### src/rtl/conv_pkg.sv
// Shared helpers for the convolution window datapath.
// Width helpers, counter sizing and per-frame window math.
package conv_pkg;

    // Window side values supported by the conv calculator.
    function automatic bit kernel_legal(input int k);
        return (k == 1) || (k == 3) || (k == 5) || (k == 7);
    endfunction

    // Flattened window width in bits.
    function automatic int win_width(input int k, input int n);
        return k * k * n;
    endfunction

    // Position counter width; never narrower than one bit.
    function automatic int ctr_width(input int depth);
        return (depth <= 1) ? 1 : $clog2(depth);
    endfunction

    // Width of a counter that must reach w*h inclusive.
    function automatic int win_cnt_width(input int w, input int h);
        return $clog2(w * h + 1);
    endfunction

    // Valid (unpadded) window positions in one frame.
    function automatic int windows_per_frame(input int k, input int w,
                                             input int h);
        return (w - k + 1) * (h - k + 1);
    endfunction

endpackage

### src/rtl/conv_line_buf.sv
// One image-row delay line for the window generator.
// Advances only on accepted pixels; contents are not reset.
module conv_line_buf
    import conv_pkg::*;
#(
    parameter int DEPTH = 8,
    parameter int N     = 4
) (
    input  logic         clk_i,
    input  logic         en_i,
    input  logic [N-1:0] din_i,
    output logic [N-1:0] dout_o
);

    logic [DEPTH-1:0][N-1:0] mem_q;

    // Shift the row by one pixel on every accepted input.
    always_ff @(posedge clk_i) begin
        if (en_i) begin
            mem_q[0] <= din_i;
            for (int i = 1; i < DEPTH; i++) begin
                mem_q[i] <= mem_q[i-1];
            end
        end
    end

    assign dout_o = mem_q[DEPTH-1];

endmodule

### src/rtl/conv_window_gen.sv
// Streaming KxK window generator feeding the conv calculator.
// Optional win_cnt/frame_done outputs under CONV_WIN_CNT_EN.
module conv_window_gen
    import conv_pkg::*;
#(
    parameter int KERNEL = 3,
    parameter int N      = 4,
    parameter int IMG_W  = 8,
    parameter int IMG_H  = 8
) (
    input  logic                         clk,
    input  logic                         rst,
    input  logic [N-1:0]                 pix_in,
    input  logic                         pix_valid,
    input  logic                         sof,
    output logic [KERNEL*KERNEL*N-1:0]   data2conv,
    output logic                         en_out
`ifdef CONV_WIN_CNT_EN
    ,
    output logic [$clog2(IMG_W*IMG_H+1)-1:0] win_cnt,
    output logic                         frame_done
`endif
);

    localparam int CW  = ctr_width(IMG_W);
    localparam int RW  = ctr_width(IMG_H);
    localparam int WW  = win_width(KERNEL, N);
    localparam int KM1 = KERNEL - 1;

    localparam logic [CW-1:0] COL_LAST = CW'(IMG_W - 1);
    localparam logic [RW-1:0] ROW_LAST = RW'(IMG_H - 1);
    localparam logic [CW-1:0] COL_MIN  = CW'(KM1);
    localparam logic [RW-1:0] ROW_MIN  = RW'(KM1);

    logic [CW-1:0] col_q, col_d, cur_col;
    logic [RW-1:0] row_q, row_d, cur_row;
    logic          en_q, en_d;
    logic          win_fire;

    logic [KERNEL-1:0][N-1:0]              col_new;
    logic [KERNEL-1:0][KERNEL-1:0][N-1:0]  win_q, win_d;

    // Position of the pixel on the bus; sof forces it to the origin.
    always_comb begin
        cur_col = sof ? '0 : col_q;
        cur_row = sof ? '0 : row_q;
        col_d   = col_q;
        row_d   = row_q;
        if (pix_valid) begin
            if (cur_col == COL_LAST) begin
                col_d = '0;
                row_d = (cur_row == ROW_LAST) ? '0 : cur_row + RW'(1);
            end else begin
                col_d = cur_col + CW'(1);
                row_d = cur_row;
            end
        end
    end

    // A window completes when the pixel closes a full KxK region
    // inside the current row span, so rows never wrap into one window.
    always_comb begin
        win_fire = pix_valid && (cur_col >= COL_MIN) && (cur_row >= ROW_MIN);
        en_d     = win_fire;
    end

    // Right-hand column: current pixel at the bottom, row taps above.
    assign col_new[KERNEL-1] = pix_in;

    for (genvar j = 0; j < KERNEL - 1; j++) begin : g_lb
        conv_line_buf #(
            .DEPTH (IMG_W),
            .N     (N)
        ) u_lb (
            .clk_i  (clk),
            .en_i   (pix_valid),
            .din_i  (col_new[KERNEL-1-j]),
            .dout_o (col_new[KERNEL-2-j])
        );
    end

    // Shift the window one column left and load the new column.
    always_comb begin
        win_d = win_q;
        if (pix_valid) begin
            for (int r = 0; r < KERNEL; r++) begin
                for (int c = 0; c < KERNEL - 1; c++) begin
                    win_d[r][c] = win_q[r][c+1];
                end
                win_d[r][KERNEL-1] = col_new[r];
            end
        end
    end

    // Position, window and enable state.
    always_ff @(posedge clk) begin
        if (!rst) begin
            col_q <= '0;
            row_q <= '0;
            win_q <= '0;
            en_q  <= 1'b0;
        end else begin
            col_q <= col_d;
            row_q <= row_d;
            win_q <= win_d;
            en_q  <= en_d;
        end
    end

    // Packed [r][c] order places element r*KERNEL+c at that N-bit slot.
    assign data2conv = WW'(win_q);
    assign en_out    = en_q;

`ifdef CONV_WIN_CNT_EN
    localparam int WCW = win_cnt_width(IMG_W, IMG_H);
    localparam logic [WCW-1:0] WPF =
        WCW'(windows_per_frame(KERNEL, IMG_W, IMG_H));

    logic [WCW-1:0] cnt_q, cnt_d;
    logic           done_q, done_d;

    // Per-frame window count; restarts on the origin pixel.
    always_comb begin
        cnt_d  = cnt_q;
        done_d = 1'b0;
        if (pix_valid) begin
            if ((cur_col == '0) && (cur_row == '0)) begin
                cnt_d = '0;
            end
            if (win_fire) begin
                cnt_d = cnt_d + WCW'(1);
            end
            done_d = win_fire && (cnt_d == WPF);
        end
    end

    // Count and last-window pulse registers.
    always_ff @(posedge clk) begin
        if (!rst) begin
            cnt_q  <= '0;
            done_q <= 1'b0;
        end else begin
            cnt_q  <= cnt_d;
            done_q <= done_d;
        end
    end

    assign win_cnt    = cnt_q;
    assign frame_done = done_q;
`endif

endmodule

### config.mk
export PLATFORM = sky130hd
export DESIGN_NAME = conv_window_gen
export DESIGN_NICKNAME = d
export VERILOG_FILES = /design/src/rtl/conv_pkg.sv /design/src/rtl/conv_line_buf.sv /design/src/rtl/conv_window_gen.sv
export SDC_FILE = /design/constraint.sdc
export NUM_CORES = 1
export LEC_CHECK = 0
export BUFFER_PORTS_ARGS = -buffer_cell sky130_fd_sc_hd__buf_2
export CELL_PAD_IN_SITES_DETAIL_PLACEMENT = 1
export CELL_PAD_IN_SITES_GLOBAL_PLACEMENT = 1
export CORE_UTILIZATION = 35
export CTS_CLUSTER_SIZE = 10
export DETAILED_ROUTE_END_ITERATION = 16
export GPL_TIMING_DRIVEN = 0
export HOLD_SLACK_MARGIN = 0.03
export PLACE_DENSITY_LB_ADDON = 0.1
export SETUP_SLACK_MARGIN = 0.05
export SLEW_MARGIN = 20
export SYNTH_ARGS = -nofsm -noshare
export SYNTH_HDL_FRONTEND = slang
export SYNTH_HIERARCHICAL = 1
export SYNTH_SLANG_ARGS = --single-unit
### constraint.sdc
create_clock -name clk -period 2.9 [get_ports clk]
set_input_delay 0 -clock clk [delete_from_list [all_inputs] [get_ports clk]]
set_output_delay 0 -clock clk [all_outputs]
set_load 0.02 [all_outputs]
==> flow_summary.toml, run 1 <==
[clock_network]
cts_buffers = 9
cts_tree = "done"
htreeDepth = 3
cts.reportedPaths.clkPinSlew_ns = 0.11
cts_root_buf = "clkbuf_8"
cts_sinks = 107
clk_latency_ns = 0.37
cts_buffer_depth = 2
postCtsSetupBuffers = 0

[placed_design]
io_buffers = 44
hpwl_um = 3795
placed_cells = 409
place_ws_ns = 1.339
gp_congestion = 0.6264

[power]
p_leak_nw = 1.764
p_int_mw = 2.080
p_sw_mw = 0.6427
irDropWorstVdd_uv = 252.7
power.density_mw_per_mm2 = 621.3
switching_share = 0.2360
p_clk_frac = 0.308
power_frac_seq = 0.630
p_comb_frac = 0.061

[floorplanning]
placementRows = 37
ioPinCount = 45
die_x_um = 105.7
die_h_um = 105.7
start_util = 0.3629
core-area_mm2 = 0.01037
dieArea_mm2 = 0.01117

[setup_path]
worst-path-max-fanout = 5
startpoint_type = "flop"
critPathCaptureType = "flop"
worstPathRequired_ns = 3.21
r2r_setup_slack_ns = 1.48
reg2reg_depth = 6
arrival_ns = 1.73
critPathLaunch = "col_q[1]$_SDFFE_PN0P_"
timing.rr.start = "col_q[1]$_SDFFE_PN0P_"
path_class = "reg -> reg"
r2r_end = "row_q[1]$_SDFFE_PN0P_"

[outcome]
status = "finished clean"

[detailed_routing]
wl_um = 6153
drt_iter0_drc = 91
route.detailed.drc = 0
dr.pass1.iters = 3
vias = 1917
vias_per_cell = 4.458
ant_nets = 0
wire_per_inst_um = 14.31

[global_route]
use_met1 = 0.1624
top_usage_layer = "met2"
grt_pass1_vias = 1940
grt_util_met2 = 0.1774
grt_pass1_wl_um = 10090
grt_max_degree = 67
grtUsageMet3 = 0.02597
grt-ovfl-total = 0
antenna_found_initial = 0
grt_usage = 0.1199

[timing]
period_minus_slack_ns = 1.419
grt_setup_unrepaired = "no"
final-hold-violation-count = 0
setup_viol = 0
maxSlewHeadroom = 0.4557
max_freq_ghz = 0.7048
fin_worst_skew_ns = 0.01071
worst_slew_pin_slew_ns = 0.8165
worst_slack_ns = 1.481
slew_viol_final = 0
post-route-period-util = 0.4892
finalSetupTns_ns = 0

[flow_run]
max_cap_violations = 0

[cells_and_area]
layout_commonest_cell = "edfxtp_1"
syn_to_final_growth_pct = 16.46
final_cell_mix = "64 x edfxtp_1, 44 x buf_2, 43 x dfxtp_1"
nets = 302
drive_above_1_share = 0.2551
antenna_cells = 0
fin_cells = 430

[yosys]
syn_nets = 242
synth_top_cell_area_share = 0.5106
ys_types = 23
post_synth_instance_area_mm2 = 0.003764
ys_seq_elements = 107
synth.avg_cell_area_um2 = 16.43
yosysSeqAreaShare = 0.7394
yosysWarnings = 6
synth_top_area_cell = "edfxtp_1"
synth_area_leaders = "edfxtp_1 51%, dfxtp_1 23%, mux2i_1 9.8%"
syn-instance-count = 229

[min_path]
hp-class = "in -> reg"
min_from = "sof"
hold_end = "en_out$_SDFF_PN0_"
hold_depth = 3
-- what timing repair did --
item | in CTS | in global routing
gates resized for setup | 0 | 0
endpoints found under the hold margin | 11 | 0
hold buffers | 5 | 0
-- registers in the layout (all words and copies together), names as in the netlist --
register / count
data2conv: 36
col_q: 3
row_q: 3
g_lb.u_lb/mem_q: 56
en_out: 1
g_lb.u_lb/dout_o: 8
-- per-layer routing --
metal / wire length, um / up-vias
met5: 0 / -
met4: 147 / 0
met3: 177 / 12
met2: 2842 / 38
met1: 2986 / 945
li1: - / 922
-- critical path, cell delays in order (launching register included) --
cell	delay (ns)
dfxtp_1	0.32
nor2b_2	0.16
ha_1	0.20
ha_1	0.24
o21ai_0	0.24
a32oi_1	0.08
nor2b_1	0.11
-- how the worst max path moves through the flow --
stage	endpoint	slack, ns	cells after the start
after detailed placement	data2conv[2]$_SDFFE_PN0P_	1.34	5
after floorplan	row_q[0]$_SDFFE_PN0P_	1.64	6
after CTS	row_q[0]$_SDFFE_PN0P_	1.47	6
after global placement	data2conv[32]$_SDFFE_PN0P_	0.95	5
final	row_q[1]$_SDFFE_PN0P_	1.48	6
after global routing	row_q[2]$_SDFFE_PN0P_	1.34	6
-- stage by stage --
step | hold slack [ns] | power (mW) | cell area (um2) | util
2_1_floorplan | 0.09887 | 1.847 | 3764 | -
3_3_place_gp | 0.2012 | 1.912 | 4154 | 0.4006
3_5_place_dp | 0.1932 | 1.919 | 4156 | 0.4008
4_1_cts | 0.04414 | 2.775 | 4383 | 0.4227
5_1_grt | 0.06899 | 2.854 | 4383 | 0.4227
6_report | 0.05676 | 2.723 | 4383 | 0.4227
-- power by group through the flow --
stage                     registers (mW)  logic, mW  clock network [mW]
final                               1.72      0.167               0.840
after global routing                1.73      0.181               0.946
after CTS                           1.72      0.171               0.885
after detailed placement            1.75      0.166                   0
after global placement              1.75      0.163                   0
after floorplan                     1.77     0.0804                   0
-- cell type report --
type	instances	area (um2)
Fill cell	1078	5987
Sequential cell	107	2783
Multi-Input combinational cell	100	810.8
Timing Repair Buffer	49	272.8
Tap cell	136	170.2
Buffer	17	151.4
Clock buffer	9	123.9
Clock inverter	7	52.55
Inverter	5	18.77
-- cells in the mapped netlist (all sizes together) --
| cell | count |
|---|---|
| inv | 5 |
| a32oi | 2 |
| nand2b | 1 |
| buf | 13 |
| edfxtp | 64 |
| o21bai | 1 |
| o211a | 2 |
| clkbuf | 4 |
| o21ai | 2 |
| o311ai | 1 |
| mux2i | 37 |
| nand2 | 2 |
| nor2b | 43 |
| dfxtp | 43 |
| a21oi | 2 |
| ha | 5 |
| o2111ai | 1 |
| a21boi | 1 |
-- cells by family after synthesis --
logic type               share of synthesized area
AO/OA/AOI/OAI                              0.02394
adder cells (fa/ha/maj)                    0.01662
buffers and inverters                      0.04521
flip-flops                                  0.7394
multiplexers                               0.09841
AND/OR/NAND/NOR                            0.07647
Power figures use the tool's default switching activity.
==> run 2: changes to the inputs <==
- ABC_AREA: unset -> 1
- clock period: 2.9 -> 1.3 ns (I/O delays scaled with it)
==> run 2 against run 1 <==
Worst hold slack improved by 0.057 ns. Fmax rose by 19%. Routed wire length grew 8.6%. Total power increased by 140%. Synthesized area shrank 3.5%. Final area shrank 0.71%. Highest routed layer unchanged. Sequential share of layout area up 0.51 points.
==> flow_summary.toml, run 2 <==
[clock_network]
htreeDepth = 3
cts_sinks = 107
cts_root_buf = "clkbuf_8"
cts_tree = "done"
clk_latency_ns = 0.36
cts_buffer_depth = 2
cts_buffers = 9
cts.reportedPaths.clkPinSlew_ns = 0.11

[detailed_routing]
vias_per_cell = 4.513
ant_nets = 0
dr.pass1.iters = 4
vias = 2207
drt_iter0_drc = 53
wire_per_inst_um = 13.67
route.detailed.drc = 0
wl_um = 6683

[yosys]
ys_seq_elements = 107
yosysMostFrequentCell = "nor2_1"
post_synth_instance_area_mm2 = 0.003632
synth_edf_count = 64
syn-instance-count = 290
synth_ff_type = "edfxtp_1"
synth_top_cell_area_share = 0.5291
yosysWarnings = 6
synth_top_area_cell = "edfxtp_1"
synth.avg_cell_area_um2 = 12.52
yosysSeqAreaShare = 0.7661
synth_area_leaders = "edfxtp_1 53%, dfxtp_1 24%, nor2_1 8.2%"
synthArstFlopShare = 0
syn_nets = 303
ys_types = 17
synthTopCellsByCount = "79 x nor2_1, 64 x edfxtp_1, 43 x dfxtp_1, 42 x o21ai_0, 15 x nand2_1"

[setup_path]
startpoint_type = "flop"
timing.rr.start = "col_q[0]$_SDFFE_PN0P_"
worst-path-max-fanout = 4
r2r_setup_slack_ns = 0.11
arrival_ns = 1.50
slowest_stage = "dfxtp_2"
critPathLaunch = "col_q[0]$_SDFFE_PN0P_"
path_class = "reg -> reg"
critPathBufInv = 1
r2r_end = "row_q[1]$_SDFFE_PN0P_"
critPathCaptureType = "flop"
cp_top_family = "flip-flops"
cp_num_cells = 7
worstPathCellList = "nand2_2, inv_1, ha_4, ha_4, a21oi_2, nand2_1, a21oi_2"
reg2reg_depth = 7
critical-path-max-stage-delay_ns = 0.34
worstPathRequired_ns = 1.61
critPathCapture = "row_q[1]$_SDFFE_PN0P_"

[cells_and_area]
final_cell_mix = "77 x nor2_1, 64 x edfxtp_1, 48 x buf_2"
top_register = "g_lb.u_lb/mem_q"
nets = 364
largest_register_ffs = 56
drive_above_1_share = 0.2612
layout_commonest_cell = "nor2_1"
antenna_cells = 0
syn_to_final_growth_pct = 19.81

[placed_design]
io_buffers = 44
hpwl_um = 4342
gp_congestion = 0.7342

[timing]
fin_hold_ws_ns = 0.1138
fin_worst_skew_ns = 0.01446
post-route-period-util = 0.9164
slew_viol_final = 0
worst_slew_pin_slew_ns = 0.5849
final-hold-violation-count = 0
setup_viol = 0
max_freq_ghz = 0.8394
grt_setup_unrepaired = "no"
maxSlewHeadroom = 0.6100
period_minus_slack_ns = 1.191

[global_route]
grt_pass1_vias = 2205
antenna_found_initial = 0
grt_max_degree = 66
grt-ovfl-total = 0
grt_pass1_wl_um = 11150
grt_usage = 0.1325

[floorplanning]
placementRows = 36
dieArea_mm2 = 0.01079
ioPinCount = 45
start_util = 0.3665
core-area_mm2 = 0.009910
die_x_um = 103.9
die_h_um = 103.9

[min_path]
hold_depth = 1
hp-class = "in -> reg"

[power]
irDropWorstVdd_uv = 579.3
power_mw = 6.486
p_leak_nw = 1.761
power.density_mw_per_mm2 = 1491

[outcome]
status = "finished clean"

[flow_run]
max_cap_violations = 0
## run 2: cell types whose count changed after synthesis, sizes merged, moves of 2 or more
cell    before  now
nor2         0   79
nor2b       43    0
o21ai        2   42
mux2i       37    0
nand2        2   15
inv          5   14
a21oi        2    5
a32oi        2    0
buf         13   15
clkbuf       4    6
o211a        2    0
## run 2: worst register-to-register path: stages, from the launching register on
cell,delay [ns]
dfxtp_2,0.34
nand2_2,0.07
inv_1,0.07
ha_4,0.17
ha_4,0.17
a21oi_2,0.12
nand2_1,0.08
a21oi_2,0.12
## run 2: metrics by stage
step                      worst slack (ns)  utilization  area (um2)  instances  setup TNS [ns]
after floorplan                    0.06558            -        3632        290               0
after global placement             -0.6574       0.4056        4019        467          -34.54
after detailed placement           -0.2754       0.4058        4021        467          -8.695
after CTS                          0.04281       0.4346        4307        488               0
after global routing               0.04849       0.4391        4352        489               0
final                               0.1087       0.4391        4352        489               0
## run 2: timing repair
action,in CTS,in global routing
hold endpoints to repair,10,0
endpoints found under the setup margin,4,11
hold buffers,5,0
resized for setup,8,11
buffers inserted,0,1
pin swaps,0,5
## run 2: per-layer routing
metal / up-vias / track usage / part of all wire / wire (um)
met1: 1064 / 0.1734 / 0.50 / 3312
met4: 0 / 0.05204 / 0.012 / 82
met2: 47 / 0.2067 / 0.45 / 3001
met3: 8 / 0.03947 / 0.043 / 287
li1: 1088 / - / - / -
met5: - / 0 / 0 / 0
## run 2: power breakdown
group          internal [mW]  switching [mW]
Sequential              3.80          0.0800
Combinational          0.156           0.308
Clock                  0.941            1.20
## run 2: logic make-up after synthesis
family / share of synthesized area
flops: 0.7661
simple gates: 0.1006
compound gates: 0.06579
buf+inv: 0.05029
fa+ha+maj: 0.01722
## run 2: worst min path at each step
stage               from                         endpoint  slack, ns
2_1_floorplan  pix_in[0]  g_lb[0].u_lb/mem_q[0]$_DFFE_PP_        0.1
3_3_place_gp   pix_in[3]  g_lb[0].u_lb/mem_q[3]$_DFFE_PP_       0.21
3_5_place_dp   pix_in[3]  g_lb[0].u_lb/mem_q[3]$_DFFE_PP_       0.21
4_1_cts              sof            row_q[0]$_SDFFE_PN0P_       0.09
5_1_grt        pix_valid  g_lb[0].u_lb/mem_q[0]$_DFFE_PP_       0.12
6_report       pix_valid  g_lb[0].u_lb/mem_q[0]$_DFFE_PP_       0.11
## run 2: cell type report
type                            count  area, um2
Clock inverter                      7      92.59
Multi-Input combinational cell    148      716.9
Tap cell                          133      166.4
Clock buffer                        9      123.9
Sequential cell                   107       2785
Inverter                           14      52.55
Fill cell                        1073       5558
Timing Repair Buffer               50      284.0
Buffer                             21      130.1
